## src/rtl/cdb_pkg.sv

```systemverilog
// Shared definitions for the Common Data Bus arbiter: widths, producer label
// encoding and the round-robin pointer helper.
package cdb_pkg;

    localparam int LW_DEF   = 4;
    localparam int DW_DEF   = 32;
    localparam int NO_LABEL = 0;

    // Producer labels: reservation-queue entries and functional units
    localparam logic [3:0] QUE_ADD1 = 4'd1;
    localparam logic [3:0] QUE_ADD2 = 4'd2;
    localparam logic [3:0] QUE_ADD3 = 4'd3;
    localparam logic [3:0] QUE_MUL1 = 4'd4;
    localparam logic [3:0] QUE_MUL2 = 4'd5;
    localparam logic [3:0] QUE_LD1  = 4'd6;
    localparam logic [3:0] QUE_LD2  = 4'd7;
    localparam logic [3:0] FU_ADD   = 4'd8;
    localparam logic [3:0] FU_MUL   = 4'd9;
    localparam logic [3:0] FU_LD    = 4'd10;

    typedef enum logic {
        SLOT_EMPTY = 1'b0,
        SLOT_FULL  = 1'b1
    } slot_state_e;

    function automatic int rr_next(input int idx, input int n);
        return (idx + 1 >= n) ? 0 : idx + 1;
    endfunction

endpackage

```

## src/rtl/rr_arbiter.sv

```systemverilog
// Combinational round-robin picker: first requester at or after ptr, wrapping
// at N. The pointer register lives in the parent.
module rr_arbiter #(
    parameter int N  = 4,
    parameter int PW = (N > 1) ? $clog2(N) : 1
) (
    input  logic [N-1:0]  req,
    input  logic [PW-1:0] ptr,
    output logic [N-1:0]  grant,
    output logic [PW-1:0] grant_idx,
    output logic          grant_valid
);

    logic [PW-1:0] idx_s;
    logic          hit_s;

    // Scan from ptr upward, latching only the first hit
    always_comb begin
        grant       = {N{1'b0}};
        grant_idx   = {PW{1'b0}};
        grant_valid = 1'b0;
        idx_s       = {PW{1'b0}};
        hit_s       = 1'b0;
        for (int k = 0; k < N; k++) begin
            idx_s        = PW'((int'(ptr) + k) % N);
            hit_s        = !grant_valid && req[idx_s];
            grant[idx_s] = grant[idx_s] | hit_s;
            grant_idx    = hit_s ? idx_s : grant_idx;
            grant_valid  = grant_valid | hit_s;
        end
    end

endmodule

```

## src/rtl/cdb_arbiter.sv

```systemverilog
// Common Data Bus arbiter: one-entry result slot per functional unit, one
// round-robin grant per cycle, registered broadcast of label and data.
module cdb_arbiter
    import cdb_pkg::*;
#(
    parameter int NREQ = 4,
    parameter int DW   = DW_DEF,
    parameter int LW   = LW_DEF
) (
    input  logic                 clk,
    input  logic                 RST,
    input  logic                 FLUSH,
    input  logic [NREQ-1:0]      reqValid,
    input  logic [NREQ*LW-1:0]   reqLabel,
    input  logic [NREQ*DW-1:0]   reqData,
    output logic [NREQ-1:0]      reqAck,
    output logic                 BCEN,
    output logic [LW-1:0]        BClabel,
    output logic [DW-1:0]        BCdata,
    output logic [NREQ-1:0]      pending,
    output logic                 labelErr
);

    localparam int PW = (NREQ > 1) ? $clog2(NREQ) : 1;

    slot_state_e   slot_q       [NREQ];
    slot_state_e   slot_d       [NREQ];
    logic [LW-1:0] slot_label_q [NREQ];
    logic [LW-1:0] slot_label_d [NREQ];
    logic [DW-1:0] slot_data_q  [NREQ];
    logic [DW-1:0] slot_data_d  [NREQ];
    logic [PW-1:0] ptr_q, ptr_d;
    logic          bcen_q, bcen_d;
    logic [LW-1:0] bclabel_q, bclabel_d;
    logic [DW-1:0] bcdata_q, bcdata_d;
    logic          label_err_q, label_err_d;

    logic [NREQ-1:0] full_s;
    logic [NREQ-1:0] bad_label_s;
    logic [NREQ-1:0] grant_s;
    logic [NREQ-1:0] ack_s;
    logic [PW-1:0]   grant_idx_s;
    logic            grant_valid_s;

    // Slot occupancy and label-0 detection
    always_comb begin
        full_s      = {NREQ{1'b0}};
        bad_label_s = {NREQ{1'b0}};
        for (int i = 0; i < NREQ; i++) begin
            full_s[i]      = (slot_q[i] == SLOT_FULL);
            bad_label_s[i] = reqValid[i] && (reqLabel[i*LW +: LW] == LW'(NO_LABEL));
        end
    end

    rr_arbiter #(
        .N  (NREQ),
        .PW (PW)
    ) u_rr (
        .req         (full_s),
        .ptr         (ptr_q),
        .grant       (grant_s),
        .grant_idx   (grant_idx_s),
        .grant_valid (grant_valid_s)
    );

    // A full slot can take a new result only in the cycle it is being granted
    always_comb begin
        ack_s = {NREQ{1'b0}};
        for (int i = 0; i < NREQ; i++) begin
            ack_s[i] = reqValid[i] && !bad_label_s[i] && !FLUSH && !RST
                       && (!full_s[i] || grant_s[i]);
        end
    end

    // Next state for slots, pointer and broadcast register
    always_comb begin
        slot_d       = slot_q;
        slot_label_d = slot_label_q;
        slot_data_d  = slot_data_q;
        ptr_d        = ptr_q;
        bcen_d       = 1'b0;
        bclabel_d    = bclabel_q;
        bcdata_d     = bcdata_q;
        label_err_d  = label_err_q | (|bad_label_s);
        if (FLUSH) begin
            for (int i = 0; i < NREQ; i++) begin
                slot_d[i] = SLOT_EMPTY;
            end
        end else begin
            if (grant_valid_s) begin
                bcen_d              = 1'b1;
                bclabel_d           = slot_label_q[grant_idx_s];
                bcdata_d            = slot_data_q[grant_idx_s];
                slot_d[grant_idx_s] = SLOT_EMPTY;
                ptr_d               = PW'(rr_next(int'(grant_idx_s), NREQ));
            end else begin
                bcen_d = 1'b0;
            end
            for (int i = 0; i < NREQ; i++) begin
                slot_d[i]       = ack_s[i] ? SLOT_FULL : slot_d[i];
                slot_label_d[i] = ack_s[i] ? reqLabel[i*LW +: LW] : slot_label_d[i];
                slot_data_d[i]  = ack_s[i] ? reqData[i*DW +: DW] : slot_data_d[i];
            end
        end
    end

    // State registers with synchronous reset
    always_ff @(posedge clk) begin
        if (RST) begin
            for (int i = 0; i < NREQ; i++) begin
                slot_q[i]       <= SLOT_EMPTY;
                slot_label_q[i] <= {LW{1'b0}};
                slot_data_q[i]  <= {DW{1'b0}};
            end
            ptr_q       <= {PW{1'b0}};
            bcen_q      <= 1'b0;
            bclabel_q   <= {LW{1'b0}};
            bcdata_q    <= {DW{1'b0}};
            label_err_q <= 1'b0;
        end else begin
            slot_q       <= slot_d;
            slot_label_q <= slot_label_d;
            slot_data_q  <= slot_data_d;
            ptr_q        <= ptr_d;
            bcen_q       <= bcen_d;
            bclabel_q    <= bclabel_d;
            bcdata_q     <= bcdata_d;
            label_err_q  <= label_err_d;
        end
    end

    assign reqAck   = ack_s;
    assign BCEN     = bcen_q;
    assign BClabel  = bclabel_q;
    assign BCdata   = bcdata_q;
    assign pending  = full_s;
    assign labelErr = label_err_q;

endmodule

```

## config.mk

```make
export PLATFORM = sky130hd
export DESIGN_NAME = cdb_arbiter
export DESIGN_NICKNAME = d
export VERILOG_FILES = /design/src/rtl/cdb_pkg.sv /design/src/rtl/rr_arbiter.sv /design/src/rtl/cdb_arbiter.sv
export SDC_FILE = /design/constraint.sdc
export NUM_CORES = 1
export LEC_CHECK = 0
export CAP_MARGIN = 20
export CORE_UTILIZATION = 30
export CTS_CLUSTER_DIAMETER = 30
export CTS_CLUSTER_SIZE = 10
export DETAILED_ROUTE_END_ITERATION = 8
export GPL_TIMING_DRIVEN = 0
export PLACE_DENSITY = 0.56
export REMOVE_ABC_BUFFERS = 1
export SETUP_SLACK_MARGIN = 0.02
export SYNTH_ARGS = -nofsm -noshare
export SYNTH_HDL_FRONTEND = slang
export SYNTH_SLANG_ARGS = --single-unit
```

## constraint.sdc

```tcl
create_clock -name clk -period 15.36 [get_ports clk]
set_clock_uncertainty 0.05 [all_clocks]
set_input_delay 3.84 -clock clk [delete_from_list [all_inputs] [get_ports clk]]
set_output_delay 3.84 -clock clk [all_outputs]
set_load 0.01 [all_outputs]
```

==> results of run 1 <==
layout make-up:
| type | instances | share of cell area |
|---|---|---|
| Timing Repair Buffer | 221 | 0.197 |
| Inverter | 15 | 0.00469 |
| Multi-Input combinational cell | 797 | 0.411 |
| Clock inverter | 13 | 0.0120 |
| Tap cell | 396 | 0.0395 |
| Clock buffer | 19 | 0.0354 |
| Antenna cell | 3 | 0.000599 |
| Sequential cell | 188 | 0.300 |
sequential cells by signal (all words and copies together), names as in the netlist:
register and cells:
labelErr 1, BCdata 32, BClabel 4, slot_label_q 16, BCEN 1, pending 4, slot_data_q 128, ptr_q 2
kinds of logic after synthesis:
logic type | synth area share
buf+inv | 0.0639
mux | 0.0581
flops | 0.400
compound gates | 0.262
fa+ha+maj | 0.0106
simple gates | 0.205
final timing paths:
check | startpoint | endpoint | slack, ns | cells after the start
min reg2reg | slot_data_q[12]$_SDFFE_PP0P_ | slot_data_q[12]$_SDFFE_PP0P_ | 0.42 | 2
max | RST | reqAck[1] | 4.10 | 8
min | slot_data_q[12]$_SDFFE_PP0P_ | slot_data_q[12]$_SDFFE_PP0P_ | 0.42 | 2
max reg2reg | ptr_q[0]$_SDFFE_PP0P_ | pending[1]$_SDFFE_PP0P_ | 10.58 | 12
synthesized netlist by cell type (8+ instances only):
library cell,count
a211o_1,37
o21ai_1,31
buf_2,24
a21oi_2,62
nand2_1,168
dfxtp_1,188
ha_1,8
mux2i_1,43
nor2_1,54
nand3_2,60
clkbuf_1,53
inv_1,14
a21oi_1,124
nand3_1,54
o21ai_0,80
per-layer routing:
layer | part of all wire | vias up
met4 | 0.012 | 0
met5 | 0 | -
met3 | 0.067 | 19
met1 | 0.44 | 4187
met2 | 0.48 | 282
li1 | - | 4183
power groups by stage:
stage                     Combinational, mW  Clock [mW]  Sequential (mW)
after global placement                0.546           0            0.573
final                                 0.622       0.445            0.558
after detailed placement              0.609           0            0.574
after floorplan                       0.347           0            0.567
after global routing                  0.672       0.477            0.563
after CTS                             0.611       0.456            0.563
worst max-delay path: stages:
cell	delay, ns
buf_6	0.28
buf_16	0.32
nor2_1	0.55
nand4_1	0.30
or4_2	0.98
buf_12	0.31
nand2_1	0.12
clkdlybuf4s50_1	0.56
==> results.tsv, run 1 <==
stage	metric	value	unit
outcome	status	finished, violations left	
outcome	violated checks	DRC	
placement	Post-DP HPWL	22100	microns
sta	Worst Tran Pin Value	0.950	ns
logic_synthesis	average size of a mapped cell	8.56	sq um
grt	Global Route met1 Usage	0.268	
grt	first-pass GRT wire length	50300	microns
logic_synthesis	cell taking the most area after synthesis	dfxtp_1	
power_and_ir_drop	Int Pwr	985	uW
floorplanning	Site Rows	64	
cts	cts bufs inserted	17	
logic_synthesis	Post-synth EDFFs	0	
worst_setup_path	CP Capture Type	primary output	
finish	# fillers	3114	
logic_synthesis	Seq cells post-synth	188	
worst_setup_path	crit start category	input port	
routing	routed wire length	32700	microns
power_and_ir_drop	PD cells	130	nW/um^2
sta	Max Fclk	88.8	MHz
power_and_ir_drop	Pwr Total	1.62	mW
floorplanning	core box area	30700	sq um
worst_setup_path	kind of critical path	in -> out	
placement	IO buf count	196	
worst_setup_path	Max FO, Critical Path	78	
power_and_ir_drop	Comb pwr share	0.383	
power_and_ir_drop	clock share of power	0.274	
power_and_ir_drop	switching pwr	640	uW
routing	number of detailed-route iterations in the first pass	7	
cts	clock-pin slew on the worst setup and hold paths	0.07	ns
logic_synthesis	cell count after synthesis	1099	
sta	Fin Setup TNS	0	ns
placement	Placer Congestion	0.825	
grt	largest net degree at the start of global routing	79	
logic_synthesis	Primary FF master, synth	dfxtp_1	
floorplanning	DIE HEIGHT	179	microns
finish	Post-layout nets	1399	
finish	most frequent cells in the layout	clkdlybuf4s50_1, dfxtp_1, nand2_1	
finish	Area growth syn-to-layout	33.1	%
routing	Vias	8671	
placement	Setup WS pre-CTS	4.11	ns
floorplanning	Initial Utilization	0.306	
grt	gr usage total	0.207	
cts	hold buffer count at CTS	0	
sta	RSZ-0062 raised after global routing	false	
logic_synthesis	sequential area share after synthesis	0.400	
logic_synthesis	synth top area cells	dfxtp_1, nand2_1, a21oi_1, nand3_2, a21oi_2	
grt	met2 Resource Use GR	0.345	
logic_synthesis	asr flop ratio synth	0	
sta	setup violators final	0	
floorplanning	io pins	197	
finish	Post-Layout Cell Count	1652	
finish	multi-input logic area	5150	sq um
run	max_cap viols	0	
worst_setup_path	Worst EP arrival	7.37	ns
logic_synthesis	Synth top area share	0.400	
finish	Finished Cell Area	12500	sq um
finish	Reg area	3760	sq um
cts	Clock Path Buffers	2	
routing	vias per inst	5.25	
grt	GRT overflow	0	
logic_synthesis	post-synth cell types	67	
finish	share of layout cells above drive strength 1	0.175	
sta	Final Cycle Share	0.733	
cts	Setup Fix Bufs, Post-CTS	0	
grt	GRT busiest layer	met2	
sta	final worst slack	4.10	ns
power_and_ir_drop	Sw Ratio	0.394	
grt	initial antenna violation count	4	
power_and_ir_drop	Lkg Pwr	4.19	nW
placement	Placed Cells	1616	
routing	DR iter-0 viols	715	
routing	post-detailed-route DRC marker count	32	
sta	Final Hold Viols	0	
worst_setup_path	Worst EP required	11.47	ns
cts	later-pin clock latency in the skew report	0.43	ns
grt	M3 GR Usage	0.0460	
cts	post_cts resized	0	
grt	vias in the first global route	8604	
finish	final core utilization	0.407	
power_and_ir_drop	Worst VDD drop	74.1	uV
sta	hold_ws	0.417	ns
cts	TritonCTS clock tree	built	
cts	CTS root buf	clkbuf_16	
routing	Avg WL per Cell	19.8	microns
logic_synthesis	Cell Area, Synth	9410	sq um
finish	most common cell after layout, fill and taps aside	clkdlybuf4s50_1	
sta	minimum clock period	11.26	ns
cts	H-tree levels	4	
sta	count of pins over their slew limit	0	
floorplanning	die width	179	microns
cts	CTS Sinks	188	
sta	Max-slew headroom	0.367	
power_and_ir_drop	Reg power frac	0.343	
min_path	HP Class	reg -> reg	
routing	Final ANT Viol Nets	0	
floorplanning	die area	32100	sq um
logic_synthesis	Synth warnings	0	
placement	Placed Area	11900	sq um
No activity file was read; power rests on OpenSTA's default activity.
==> run 2, diff against run 1 <==
Settings changed: PLACE_DENSITY 0.56 to 0.58.
Clock period 15.36 ns to 10.18 ns, I/O delays scaled along.
==> results.tsv, run 2 (synthesis results as in run 1) <==
stage	metric	value	unit	change
outcome	status	finished, violations left		unchanged
outcome	violated checks	DRC		unchanged
placement	Placed Cells	1615		was 1616
finish	max FFs per register	128		unchanged
sta	Final Cycle Share	0.873		
power_and_ir_drop	PD cells	197	nW/um^2	was 130 nW/um^2
sta	Max-slew headroom	0.346		was 0.367
finish	Post-layout nets	1398		was 1399
worst_setup_path	Max FO, Critical Path	95		was 78
grt	M3 GR Usage	0.0390		was 0.0460
floorplanning	core box area	30700	sq um	unchanged
routing	vias per inst	5.24		was 5.25
cts	later-pin clock latency in the skew report	0.43	ns	about the same
power_and_ir_drop	Int Pwr	1.53	mW	was 985 uW
grt	first-pass GRT wire length	50400	microns	was 50300 microns
routing	Final ANT Viol Nets	0		unchanged
placement	Post-DP HPWL	22200	microns	was 22100 microns
routing	number of detailed-route iterations in the first pass	7		unchanged
sta	Max Fclk	113	MHz	
routing	DR iter-0 viols	623		was 715
finish	most frequent cells in the layout	clkdlybuf4s50_1, dfxtp_1, nand2_1		unchanged
routing	routed wire length	32900	microns	was 32700 microns
worst_setup_path	kind of critical path	in -> out		unchanged
cts	clock-pin slew on the worst setup and hold paths	0.06	ns	was 0.07 ns
grt	initial antenna violation count	0		was 4
worst_setup_path	Worst EP arrival	6.29	ns	was 7.37 ns
min_path	HP Class	reg -> reg		unchanged
grt	met2 Resource Use GR	0.354		was 0.345
routing	post-detailed-route DRC marker count	36		was 32
placement	Placer Congestion	0.802		was 0.825
finish	most common cell after layout, fill and taps aside	clkdlybuf4s50_1		unchanged
cts	H-tree levels	4		unchanged
placement	IO buf count	196		unchanged
grt	Global Route met1 Usage	0.269		was 0.268
cts	CTS root buf	clkbuf_16		unchanged
cts	hold buffer count at CTS	0		unchanged
cts	cts bufs inserted	17		unchanged
power_and_ir_drop	switching pwr	944	uW	was 640 uW
routing	Vias	8629		was 8671
finish	share of layout cells above drive strength 1	0.173		was 0.175
grt	largest net degree at the start of global routing	96		was 79
floorplanning	DIE HEIGHT	179	microns	unchanged
grt	gr usage total	0.208		was 0.207
cts	post_cts resized	0		unchanged
power_and_ir_drop	Comb pwr share	0.379		was 0.383
worst_setup_path	crit start category	input port		unchanged
worst_setup_path	CP Capture Type	primary output		unchanged
sta	RSZ-0062 raised after global routing	false		unchanged
grt	GRT busiest layer	met2		unchanged
cts	Clock Path Buffers	2		unchanged
cts	CTS Sinks	188		unchanged
finish	Post-Layout Cell Count	1648		was 1652
sta	Final Hold Viols	0		unchanged
placement	Placed Area	11900	sq um	about the same
finish	Finished Cell Area	12500	sq um	about the same
floorplanning	Site Rows	64		unchanged
power_and_ir_drop	Sw Ratio	0.382		was 0.394
sta	Worst Tran Pin Value	0.982	ns	was 0.950 ns
floorplanning	Initial Utilization	0.306		unchanged
power_and_ir_drop	Worst VDD drop	101	uV	was 74.1 uV
power_and_ir_drop	Reg power frac	0.340		was 0.343
worst_setup_path	Worst EP required	7.59	ns	was 11.47 ns
cts	TritonCTS clock tree	built		unchanged
finish	largest register by flop count	slot_data_q		unchanged
grt	vias in the first global route	8556		was 8604
run	max_cap viols	0		unchanged
sta	count of pins over their slew limit	0		unchanged
power_and_ir_drop	Lkg Pwr	4.20	nW	was 4.19 nW
finish	# fillers	3117		was 3114
floorplanning	die width	179	microns	unchanged
floorplanning	die area	32100	sq um	unchanged
sta	Fin Setup TNS	0	ns	unchanged
sta	setup violators final	0		unchanged
power_and_ir_drop	clock share of power	0.281		was 0.274
grt	GRT overflow	0		unchanged
floorplanning	io pins	197		unchanged
sta	minimum clock period	8.89	ns	
routing	Avg WL per Cell	20.0	microns	was 19.8 microns
cts	Setup Fix Bufs, Post-CTS	0		unchanged
finish	Area growth syn-to-layout	33.1	%	about the same
run 2: cell types whose count changed in the layout (fill, tap and decap cells not counted), sizes merged:
| cell | delta |
|---|---|
| bufinv | +2 |
| clkinvlp | -1 |
| clkbuf | +1 |
| diode | -2 |
| buf | -1 |
| clkinv | -6 |
| inv | +3 |
run 2: path summary, 6_finish.rpt:
kind         slack (ns)                           end                          from  cells past startpoint
max reg2reg        5.65       pending[0]$_SDFFE_PP0P_         ptr_q[1]$_SDFFE_PP0P_                     10
min reg2reg        0.41  slot_data_q[19]$_SDFFE_PP0P_  slot_data_q[19]$_SDFFE_PP0P_                      2
min                0.41  slot_data_q[19]$_SDFFE_PP0P_  slot_data_q[19]$_SDFFE_PP0P_                      2
max                1.29                     reqAck[3]                           RST                      9
run 2: critical path, stage by stage:
cell and delay, ns:
buf_6 0.21, buf_16 0.34, nor2_1 0.66, nand3_1 0.31, inv_1 0.14, nand2_1 0.11
or4_2 1.02, nand2_1 0.26, clkdlybuf4s50_1 0.58
run 2: per-layer routing:
layer | up-vias | wire, microns
met5 | - | 0
met2 | 253 | 15900
met1 | 4188 | 14600
met4 | 0 | 387
met3 | 22 | 2100
li1 | 4166 | -
run 2: cell type report:
cell class / count / area (sq um) / share of cell area
antenna: 1 / 2.50 / 0.000200
sequential: 188 / 3760 / 0.300
clock buffer: 20 / 447 / 0.0357
timing repair buffer: 220 / 2460 / 0.197
inverter: 15 / 58.8 / 0.00470
multi-input combinational: 797 / 5150 / 0.411
tap: 396 / 495 / 0.0396
clock inverter: 11 / 149 / 0.0119
run 2: through the flow:
step / power (mW) / hold WS [ns] / utilization / setup WS (ns)
finish: 2.47 / 0.413 / 0.407 / 1.29
global route: 2.59 / 0.431 / 0.407 / 1.13
CTS: 2.48 / 0.416 / 0.406 / 1.33
detailed placement: 1.78 / 0.398 / 0.387 / 1.34
global placement: 1.69 / 0.394 / 0.368 / -10.22
floorplan: 1.38 / 0.390 / - / 0.500
run 2: power by group through the flow:
stage	registers, mW	logic [mW]	clock network, mW
after floorplan	0.855	0.524	0
after global placement	0.865	0.825	0
after detailed placement	0.867	0.915	0
after CTS	0.850	0.918	0.707
after global routing	0.847	1.01	0.736
final	0.839	0.935	0.695
